$ cat src/rtl/accum_stencil_warp_arbiter_pkg.sv
// Shared configuration for the accumulate-warp stencil arbiter slice.
// Holds the global widths used by the warp loopers and the block-granular
// arbitration state type reused by sibling arbiters.
package accum_stencil_warp_arbiter_pkg;

   // Global configuration widths
   localparam int unsigned N_ICFG         = 4;
   localparam int unsigned GLOBAL_ADDR_BW = 32;
   localparam int unsigned WORK_BW        = 8;
   localparam int unsigned VDIM           = 3;

   // Block-granular arbiter state: free to arbitrate, or owned by one source
   typedef enum logic {
      IDLE   = 1'b0,
      LOCKED = 1'b1
   } arb_state_e;

   // Index width for n sources; never zero so a single source still has a tag
   function automatic int unsigned src_bw(input int unsigned n);
      return (n > 1) ? $clog2(n) : 1;
   endfunction

endpackage

$ cat src/rtl/accum_stencil_warp_arbiter_rr_pick.sv
// Combinational round-robin first-one finder.
// Ports:
//   req     - per-source request vector
//   ptr     - index to start scanning from (wraps modulo N_SRC)
//   gnt_idx - first requesting index at or after ptr
//   any     - at least one request is present
module accum_stencil_warp_arbiter_rr_pick
   import accum_stencil_warp_arbiter_pkg::*;
#(
   parameter  int unsigned N_SRC  = 2,
   localparam int unsigned SRC_BW = src_bw(N_SRC)
) (
   input  logic [N_SRC-1:0]  req,
   input  logic [SRC_BW-1:0] ptr,
   output logic [SRC_BW-1:0] gnt_idx,
   output logic              any
);

   // Scan N_SRC positions starting at ptr, keep the first hit
   always_comb begin
      int unsigned k;
      k       = 0;
      gnt_idx = '0;
      any     = 1'b0;
      for (int unsigned i = 0; i < N_SRC; i++) begin
         k = (32'(ptr) + i) % N_SRC;
         if (!any && req[SRC_BW'(k)]) begin
            any     = 1'b1;
            gnt_idx = SRC_BW'(k);
         end
      end
   end

endmodule

$ cat src/rtl/accum_stencil_warp_arbiter.sv
// Round-robin scheduler sharing one accumulate-warp stencil expansion stage
// between N_SRC warp-looper streams. A source owns the stage for a whole
// block (until its islast beat is accepted); the output is one registered
// forward stage carrying the payload plus the source tag for return routing.
// Ports:
//   i_clk, i_rst          - clock, asynchronous active-low reset
//   src_rdy / src_ack     - per-source beat valid / beat accepted (one-hot)
//   i_id .. i_stencil     - per-source beat payload
//   dst_rdy / dst_ack     - output beat valid / accepted by stencil stage
//   o_id .. o_stencil     - registered output payload
//   o_src                 - source index of the current output beat
//   o_busy                - a grant is held
module accum_stencil_warp_arbiter
   import accum_stencil_warp_arbiter_pkg::*;
#(
   parameter  int unsigned N_SRC   = 2,
   parameter  int unsigned N_CFG   = N_ICFG,
   parameter  int unsigned ABW     = GLOBAL_ADDR_BW,
   localparam int unsigned WBW     = WORK_BW,
   localparam int unsigned NCFG_BW = $clog2(N_CFG + 1),
   localparam int unsigned SRC_BW  = src_bw(N_SRC)
) (
   input  logic                                 i_clk,
   input  logic                                 i_rst,
   input  logic [N_SRC-1:0]                     src_rdy,
   output logic [N_SRC-1:0]                     src_ack,
   input  logic [N_SRC-1:0][NCFG_BW-1:0]        i_id,
   input  logic [N_SRC-1:0][ABW-1:0]            i_linear,
   input  logic [N_SRC-1:0][VDIM-1:0][WBW-1:0]  i_bofs,
   input  logic [N_SRC-1:0]                     i_retire,
   input  logic [N_SRC-1:0]                     i_islast,
   input  logic [N_SRC-1:0]                     i_stencil,
   output logic                                 dst_rdy,
   input  logic                                 dst_ack,
   output logic [NCFG_BW-1:0]                   o_id,
   output logic [ABW-1:0]                       o_linear,
   output logic [VDIM-1:0][WBW-1:0]             o_bofs,
   output logic                                 o_retire,
   output logic                                 o_islast,
   output logic                                 o_stencil,
   output logic [SRC_BW-1:0]                    o_src,
   output logic                                 o_busy
);

   arb_state_e        state_q, state_d;
   logic [SRC_BW-1:0] grant_q, grant_d;
   logic [SRC_BW-1:0] rr_ptr_q, rr_ptr_d;
   logic [SRC_BW-1:0] pick_idx_c;
   logic              pick_any_c;
   logic              out_free_c;
   logic              accept_c;
   logic              release_c;

   // Round-robin candidate, only consulted while IDLE
   accum_stencil_warp_arbiter_rr_pick #(
      .N_SRC (N_SRC)
   ) u_rr_pick (
      .req     (src_rdy),
      .ptr     (rr_ptr_q),
      .gnt_idx (pick_idx_c),
      .any     (pick_any_c)
   );

   // Only the granted source's rdy reaches the ack path
   assign out_free_c = !dst_rdy || dst_ack;
   assign accept_c   = (state_q == LOCKED) && src_rdy[grant_q] && out_free_c;
   assign release_c  = accept_c && i_islast[grant_q];

   // One-hot ack to the owning source
   always_comb begin
      src_ack = '0;
      if (accept_c) begin
         src_ack[grant_q] = 1'b1;
      end
   end

   // Next-state: grant on IDLE, release after the islast beat is taken
   always_comb begin
      state_d  = state_q;
      grant_d  = grant_q;
      rr_ptr_d = rr_ptr_q;
      unique case (state_q)
         IDLE: begin
            if (pick_any_c) begin
               grant_d = pick_idx_c;
               state_d = LOCKED;
            end
         end
         LOCKED: begin
            if (release_c) begin
               state_d  = IDLE;
               rr_ptr_d = (grant_q == SRC_BW'(N_SRC - 1)) ? '0 : grant_q + SRC_BW'(1);
            end
         end
         default: state_d = IDLE;
      endcase
   end

   // Arbitration state register
   always_ff @(posedge i_clk or negedge i_rst) begin
      if (!i_rst) begin
         state_q  <= IDLE;
         grant_q  <= '0;
         rr_ptr_q <= '0;
         o_busy   <= 1'b0;
      end else begin
         state_q  <= state_d;
         grant_q  <= grant_d;
         rr_ptr_q <= rr_ptr_d;
         o_busy   <= (state_d == LOCKED);
      end
   end

   // Forward output stage: reload on accept, empty on ack without reload
   always_ff @(posedge i_clk or negedge i_rst) begin
      if (!i_rst) begin
         dst_rdy   <= 1'b0;
         o_id      <= '0;
         o_linear  <= '0;
         o_bofs    <= '0;
         o_retire  <= 1'b0;
         o_islast  <= 1'b0;
         o_stencil <= 1'b0;
         o_src     <= '0;
      end else if (accept_c) begin
         dst_rdy   <= 1'b1;
         o_id      <= i_id[grant_q];
         o_linear  <= i_linear[grant_q];
         o_bofs    <= i_bofs[grant_q];
         o_retire  <= i_retire[grant_q];
         o_islast  <= i_islast[grant_q];
         o_stencil <= i_stencil[grant_q];
         o_src     <= grant_q;
      end else if (dst_ack) begin
         dst_rdy   <= 1'b0;
      end
   end

endmodule

$ cat config.mk
export PLATFORM = sky130hd
export DESIGN_NAME = accum_stencil_warp_arbiter
export DESIGN_NICKNAME = d
export VERILOG_FILES = /design/src/rtl/accum_stencil_warp_arbiter_pkg.sv /design/src/rtl/accum_stencil_warp_arbiter_rr_pick.sv /design/src/rtl/accum_stencil_warp_arbiter.sv
export SDC_FILE = /design/constraint.sdc
export NUM_CORES = 1
export LEC_CHECK = 0
export CAP_MARGIN = 30
export CORE_MARGIN = 5
export CORE_UTILIZATION = 39
export CTS_BUF_LIST = sky130_fd_sc_hd__clkbuf_2
export DETAILED_ROUTE_END_ITERATION = 6
export PLACE_DENSITY_LB_ADDON = 0.2
export SETUP_SLACK_MARGIN = 0.02
export SLEW_MARGIN = 15
export SYNTH_ARGS = -nofsm -noshare
export SYNTH_HDL_FRONTEND = slang
export SYNTH_SLANG_ARGS = --single-unit
$ cat constraint.sdc
create_clock -name i_clk -period 1.9 [get_ports i_clk]
set_input_delay 0.285 -clock i_clk [delete_from_list [all_inputs] [get_ports i_clk]]
set_output_delay 0.285 -clock i_clk [all_outputs]
set_load 0.1 [all_outputs]
==> flow_metrics.env, run 1 <==
export IMPL_worst_setup_path_start_kind="register"
export IMPL_synth_top_area_share_pct=49.81
export IMPL_initial_core_util_pct=40.55
export IMPL_clkTransAtPathRegs_ps=170
export IMPL_clkSinkCount=67
export IMPL_hold_path_class="in -> async"
export IMPL_post_drt_wl_per_cell_um=18.66
export IMPL_worst_ep_arrival_time_ps=1680
export IMPL_critical_path_max_fanout=3
export IMPL_io_buffers=195
export IMPL_place_hpwl_mm=7.799
export IMPL_synth_fp_nets=438
export IMPL_syn_to_final_growth_pct=63.83
export IMPL_clk_path_buf_depth=2
export IMPL_postSynthCellCount=309
export IMPL_ys_seq_area_share_pct=49.81
export IMPL_fmax_ghz=0.5088
export IMPL_tightest_slew_ps=395.0
export IMPL_critPathKind="reg -> out"
export IMPL_dieWidth_um=102.9
export IMPL_synth_area_mm2=0.003366
export IMPL_period_needed_ps=1966
export IMPL_setup_ws_ps=-65.57
export IMPL_vias_per_cell=5.470
export IMPL_busiest_layer="met2"
export IMPL_netlist_top_cells_count="dfrtp_1, a31oi_1, mux2i_1"
export IMPL_ys_warn_count=0
export IMPL_use_met2_pct=35.32
export IMPL_final_util_pct=66.44
export IMPL_final_setup_skew_ps=11.55
export IMPL_synth_area_top_cells="dfrtp_1, mux2i_1, a31oi_1, a21oi_1, a21oi_2"
export IMPL_chipHeight_um=102.9
export IMPL_postRouteAntennaNets=0
export IMPL_grt_pass1_vias=3366
export IMPL_async_flop_share_pct=100.0
export IMPL_violations="setup timing"
export IMPL_numCtsBuffers=9
export IMPL_fp_coreArea_mm2=0.008299
export IMPL_grt_pass1_wl_mm=16.74
export IMPL_cp_required_ps=1620
export IMPL_synth_most_common_cell="dfrtp_1"
export IMPL_drt_iter0_markers=104
export IMPL_root_buffer="clkbuf_2"
export IMPL_drive_gt1_share_pct=24.40
export IMPL_totalWireLength_mm=11.36
export IMPL_pre_cts_slack_ps=38.18
export IMPL_met1_usage_pct=23.93
export IMPL_rsz0062_at_grt="yes"
export IMPL_maxCapViolCount=0
export IMPL_insertion_delay_ps=470
export IMPL_synth_top_flop_cell="dfrtp_1"
export IMPL_cts_tree="yes"
export IMPL_layout_area_seq_mm2=0.001685
export IMPL_placed_cells=584
export IMPL_dr_pass1_iters=4
export IMPL_cts_htree_levels=3
export IMPL_multi_input_area_mm2=0.001495
export IMPL_hold_viol_final=0
export IMPL_synth_top_area_cell="dfrtp_1"
export IMPL_syn_mean_instance_area_um2=10.89
export IMPL_fin_crit_sh_pct=103.5
export IMPL_slew_violations=0
export IMPL_ys_seq_elements=67
export IMPL_end_kind="output pin"
export IMPL_vias=3331
export IMPL_setup_viol=2
export IMPL_ys_types=21
export IMPL_nNetsFinal=629
export IMPL_slew_headroom_pct=73.67
export IMPL_synth_edff_count=0
export IMPL_grt_max_degree=68
export IMPL_setup_tns_final_ps=-122.3
export IMPL_outcome="finished, violations left"
export IMPL_n_fill_cell=678
export IMPL_place_gp_congestion=0.7468
export IMPL_die_area_mm2=0.01059
export IMPL_ios=196
export IMPL_instances_no_fill=609
export IMPL_overflow=0
export IMPL_grtUsageMet3_pct=6.157
export IMPL_antenna_found_initial=0
export IMPL_diodes=0
export IMPL_drc_errors=0
export IMPL_grtUsageTotal_pct=20.58
export IMPL_rows=33
==> cell usage in the layout, fill, tap and decap left out, types with 2 or more instances in the layout <==
| cell | synthesis | routed |
|---|---|---|
| inv_1 | 3 | 3 |
| buf_12 | 0 | 8 |
| dfrtp_4 | 0 | 2 |
| nand2_1 | 3 | 3 |
| nor2_4 | 0 | 2 |
| a21oi_2 | 10 | 10 |
| a21oi_1 | 53 | 53 |
| a31oi_1 | 63 | 63 |
| buf_4 | 1 | 77 |
| clkinv_2 | 0 | 3 |
| dfrtp_1 | 67 | 64 |
| clkbuf_2 | 0 | 11 |
| clkdlybuf4s50_1 | 0 | 127 |
| mux2i_1 | 62 | 62 |
| bufbuf_16 | 0 | 2 |
==> cell type report <==
class	instances	share of cell area [%]
clock buffer	11	0.9984
clock inverter	4	0.3404
inverter	3	0.2042
multi-input combinational	202	27.12
sequential	67	30.57
tap	105	2.383
timing repair buffer	217	38.39
==> state kept, by name (all words and copies together), names as in the netlist <==
register   cells
rr_ptr_q       1
o_stencil      1
o_id           3
state_q        1
grant_q        1
o_src          1
o_bofs        24
dst_rdy        1
o_islast       1
o_retire       1
o_linear      32
==> final timing paths <==
path / start / depth (start not counted) / to / slack, ps
min in group i_clk: i_islast[0] / 3 / rr_ptr_q$_DFFE_PN0P_ / 400
setup reg to reg: grant_q$_DFFE_PN0P_ / 5 / o_linear[26]$_DFFE_PN0P_ / 200
max in group asynchronous: i_rst / 3 / grant_q$_DFFE_PN0P_ / 1260
hold / removal: i_rst / 3 / o_bofs[18]$_DFFE_PN0P_ / 310
setup / recovery: grant_q$_DFFE_PN0P_ / 4 / src_ack[1] / -70
hold reg to reg: o_src$_DFFE_PN0P_ / 1 / o_src$_DFFE_PN0P_ / 540
==> worst max-delay path, cell delays in order, from the launching register on <==
cell	delay [ps]
dfrtp_4	540
mux2_4	230
nand3_4	110
nor2_4	150
buf_12	180
==> logic make-up after synthesis <==
kind of cell / share of synthesized area [%]
AOI/OAI and AO/OA: 23.01
DFF: 49.81
muxes: 19.22
buffers and inverters: 6.692
and+or+nand+nor: 1.264
==> layer usage <==
layer / vias to the layer above / wire length [um]
met1: 1608 / 4279
li1: 1551 / -
met5: - / 0
met4: 0 / 265
met3: 22 / 1094
met2: 150 / 5721
==> stage by stage <==
step	hold slack (ps)	area, um^2
3_3_place_gp	327.4	5280
3_5_place_dp	332.0	5280
6_report	310.6	5514
4_1_cts	299.0	5472
5_1_grt	334.8	5514
2_1_floorplan	-10.59	3386
==> what timing repair did <==
| action | 4_1_cts | 5_1_grt |
|---|---|---|
| resized for setup | 3 | 0 |
| cloned | 2 | 0 |
| buffers inserted | 3 | 4 |
| pin swaps | 1 | 1 |
| hold buffers | 1 | 0 |
| endpoints found under the hold margin | 67 | 0 |
| endpoints found under the setup margin | 2 | 2 |
Power of run 1 is not shown: default switching activity piles up to over one toggle a cycle in this logic, so the estimate is an artifact.
==> run 2: changes to the inputs <==
Settings changed: GPL_TIMING_DRIVEN from default to 0.
==> run 2 against run 1 <==
Against the previous run: the run now ends clean; via count increased by 0.33%; global-route usage is 0.38 points higher; cell area grew 3.7%; register-to-register slack about the same; maximum frequency up 3.8%; worst setup slack better by 73 ps; first-iteration DRC count is 22% higher; critical endpoint is now src_ack[0].
==> flow_metrics.env, run 2 (synthesis results as in run 1) <==
export IMPL_clkSinkCount=67
export IMPL_cp_depth=4
export IMPL_rows=33
export IMPL_period_needed_ps=1893
export IMPL_hold_ws_ps=264.2
export IMPL_dr_pass1_iters=5
export IMPL_met1_usage_pct=25.42
export IMPL_place_hpwl_mm=8.772
export IMPL_insertion_delay_ps=490
export IMPL_vias_per_cell=5.313
export IMPL_outcome="completed"
export IMPL_clk_path_buf_depth=2
export IMPL_syn_to_final_growth_pct=69.89
export IMPL_largest_reg_flops=32
export IMPL_setup_ws_ps=7.152
export IMPL_place_gp_congestion=0.7326
export IMPL_r2r_start="grant_q$_DFFE_PN0P_"
export IMPL_worst_setup_path_start_kind="register"
export IMPL_layout_common_cells="clkdlybuf4s50_1, clkdlybuf4s15_2, dfrtp_1"
export IMPL_cp_required_ps=1620
export IMPL_hold_path_class="in -> async"
export IMPL_grt_pass1_vias=3464
export IMPL_reg2reg_to="o_linear[1]$_DFFE_PN0P_"
export IMPL_worst_ep_arrival_time_ps=1610
export IMPL_slew_headroom_pct=61.62
export IMPL_diodes=0
export IMPL_grtUsageMet3_pct=6.225
export IMPL_critical_path_max_fanout=3
export IMPL_rsz0062_at_grt="yes"
export IMPL_fmax_ghz=0.5283
export IMPL_maxCapViolCount=0
export IMPL_reg2regPathDepth=6
export IMPL_final_util_pct=68.90
export IMPL_r2r_setup_slack_ps=190
export IMPL_pre_cts_slack_ps=-953.3
export IMPL_largest_register="o_linear"
export IMPL_n_fill_cell=674
export IMPL_placed_cells=610
export IMPL_vias=3342
export IMPL_initial_core_util_pct=40.55
export IMPL_cts_tree="yes"
export IMPL_chipHeight_um=102.9
export IMPL_nNetsFinal=648
export IMPL_grt_pass1_wl_mm=17.25
export IMPL_cp_buffers_inverters=1
export IMPL_final_common_cell="clkdlybuf4s50_1"
export IMPL_busiest_layer="met2"
export IMPL_post_drt_wl_per_cell_um=17.92
export IMPL_multi_input_area_mm2=0.001491
export IMPL_fin_crit_sh_pct=99.62
export IMPL_top_regs="o_linear (32), o_bofs (24), o_id (3)"
export IMPL_ios=196
export IMPL_drc_errors=0
export IMPL_slew_violations=0
export IMPL_end_kind="output pin"
export IMPL_critPathKind="reg -> out"
export IMPL_cp_slowest_cell="dfrtp_2"
export IMPL_instances_no_fill=629
export IMPL_numCtsBuffers=9
export IMPL_grt_max_degree=36
export IMPL_io_buffers=195
export IMPL_tightest_slew_ps=578.4
export IMPL_hold_viol_final=0
export IMPL_cts_htree_levels=3
export IMPL_clkTransAtPathRegs_ps=180
export IMPL_postRouteAntennaNets=0
export IMPL_dieWidth_um=102.9
export IMPL_drt_iter0_markers=127
export IMPL_layout_area_seq_mm2=0.001683
export IMPL_antenna_found_initial=0
export IMPL_totalWireLength_mm=11.27
export IMPL_die_area_mm2=0.01059
export IMPL_drive_gt1_share_pct=24.24
export IMPL_final_setup_skew_ps=16.16
export IMPL_fp_coreArea_mm2=0.008299
export IMPL_use_met2_pct=35.87
export IMPL_crit_chain="mux2_4, nand3_4, nor2_4, buf_12"
export IMPL_grtUsageTotal_pct=20.96
export IMPL_overflow=0
export IMPL_critPathMaxStageDelay_ps=470
export IMPL_setup_viol=0
export IMPL_root_buffer="clkbuf_2"
export IMPL_path_delay_family="flip-flops"
run 2: stage by stage:
| stage | instance area (um^2) | TNS, ps |
|---|---|---|
| after global routing | 5718 | -73.94 |
| after floorplan | 3386 | 0 |
| after global placement | 5469 | -114460 |
| after detailed placement | 5487 | -3352 |
| after CTS | 5699 | -62.38 |
| final | 5718 | 0 |
run 2: metal layers:
layer / share of wire, % / wire length [um]
met2: 51 / 5724
met1: 39 / 4375
met4: 0.75 / 85
met5: 0 / 0
met3: 9.6 / 1084
run 2: area by class of cell:
class / instances / area share, %
multi-input combinational: 202 / 26.08
sequential: 67 / 29.43
tap: 105 / 2.298
inverter: 3 / 0.1969
buffer: 35 / 3.720
timing repair buffer: 201 / 36.91
clock inverter: 4 / 0.3063
clock buffer: 12 / 1.050
run 2: timing repair:
item	4_1_cts	5_1_grt
hold buffers	1	0
setup buffers	2	2
pin swaps	1	0
hold endpoints to repair	34	0
gates resized for setup	218	1
setup endpoints to repair	67	2
run 2: worst max path at each step:
stage | startpoint | slack [ps] | endpoint
4_1_cts | grant_q$_DFFE_PN0P_ | -30 | src_ack[0]
6_report | grant_q$_DFFE_PN0P_ | 7 | src_ack[0]
5_1_grt | grant_q$_DFFE_PN0P_ | -40 | src_ack[0]
3_3_place_gp | i_rst | -2120 | state_q$_DFF_PN0_
3_5_place_dp | src_rdy[1] | -950 | src_ack[1]
2_1_floorplan | state_q$_DFF_PN0_ | 40 | src_ack[0]
run 2: worst register-to-register path, stage by stage, from the launching register on:
cell and delay (ps):
dfrtp_2 470, mux2_4 320, buf_4 140, buf_2 180
buf_2 210, a31oi_1 210, a21oi_1 60
Power of run 2 is left out for the same reason.
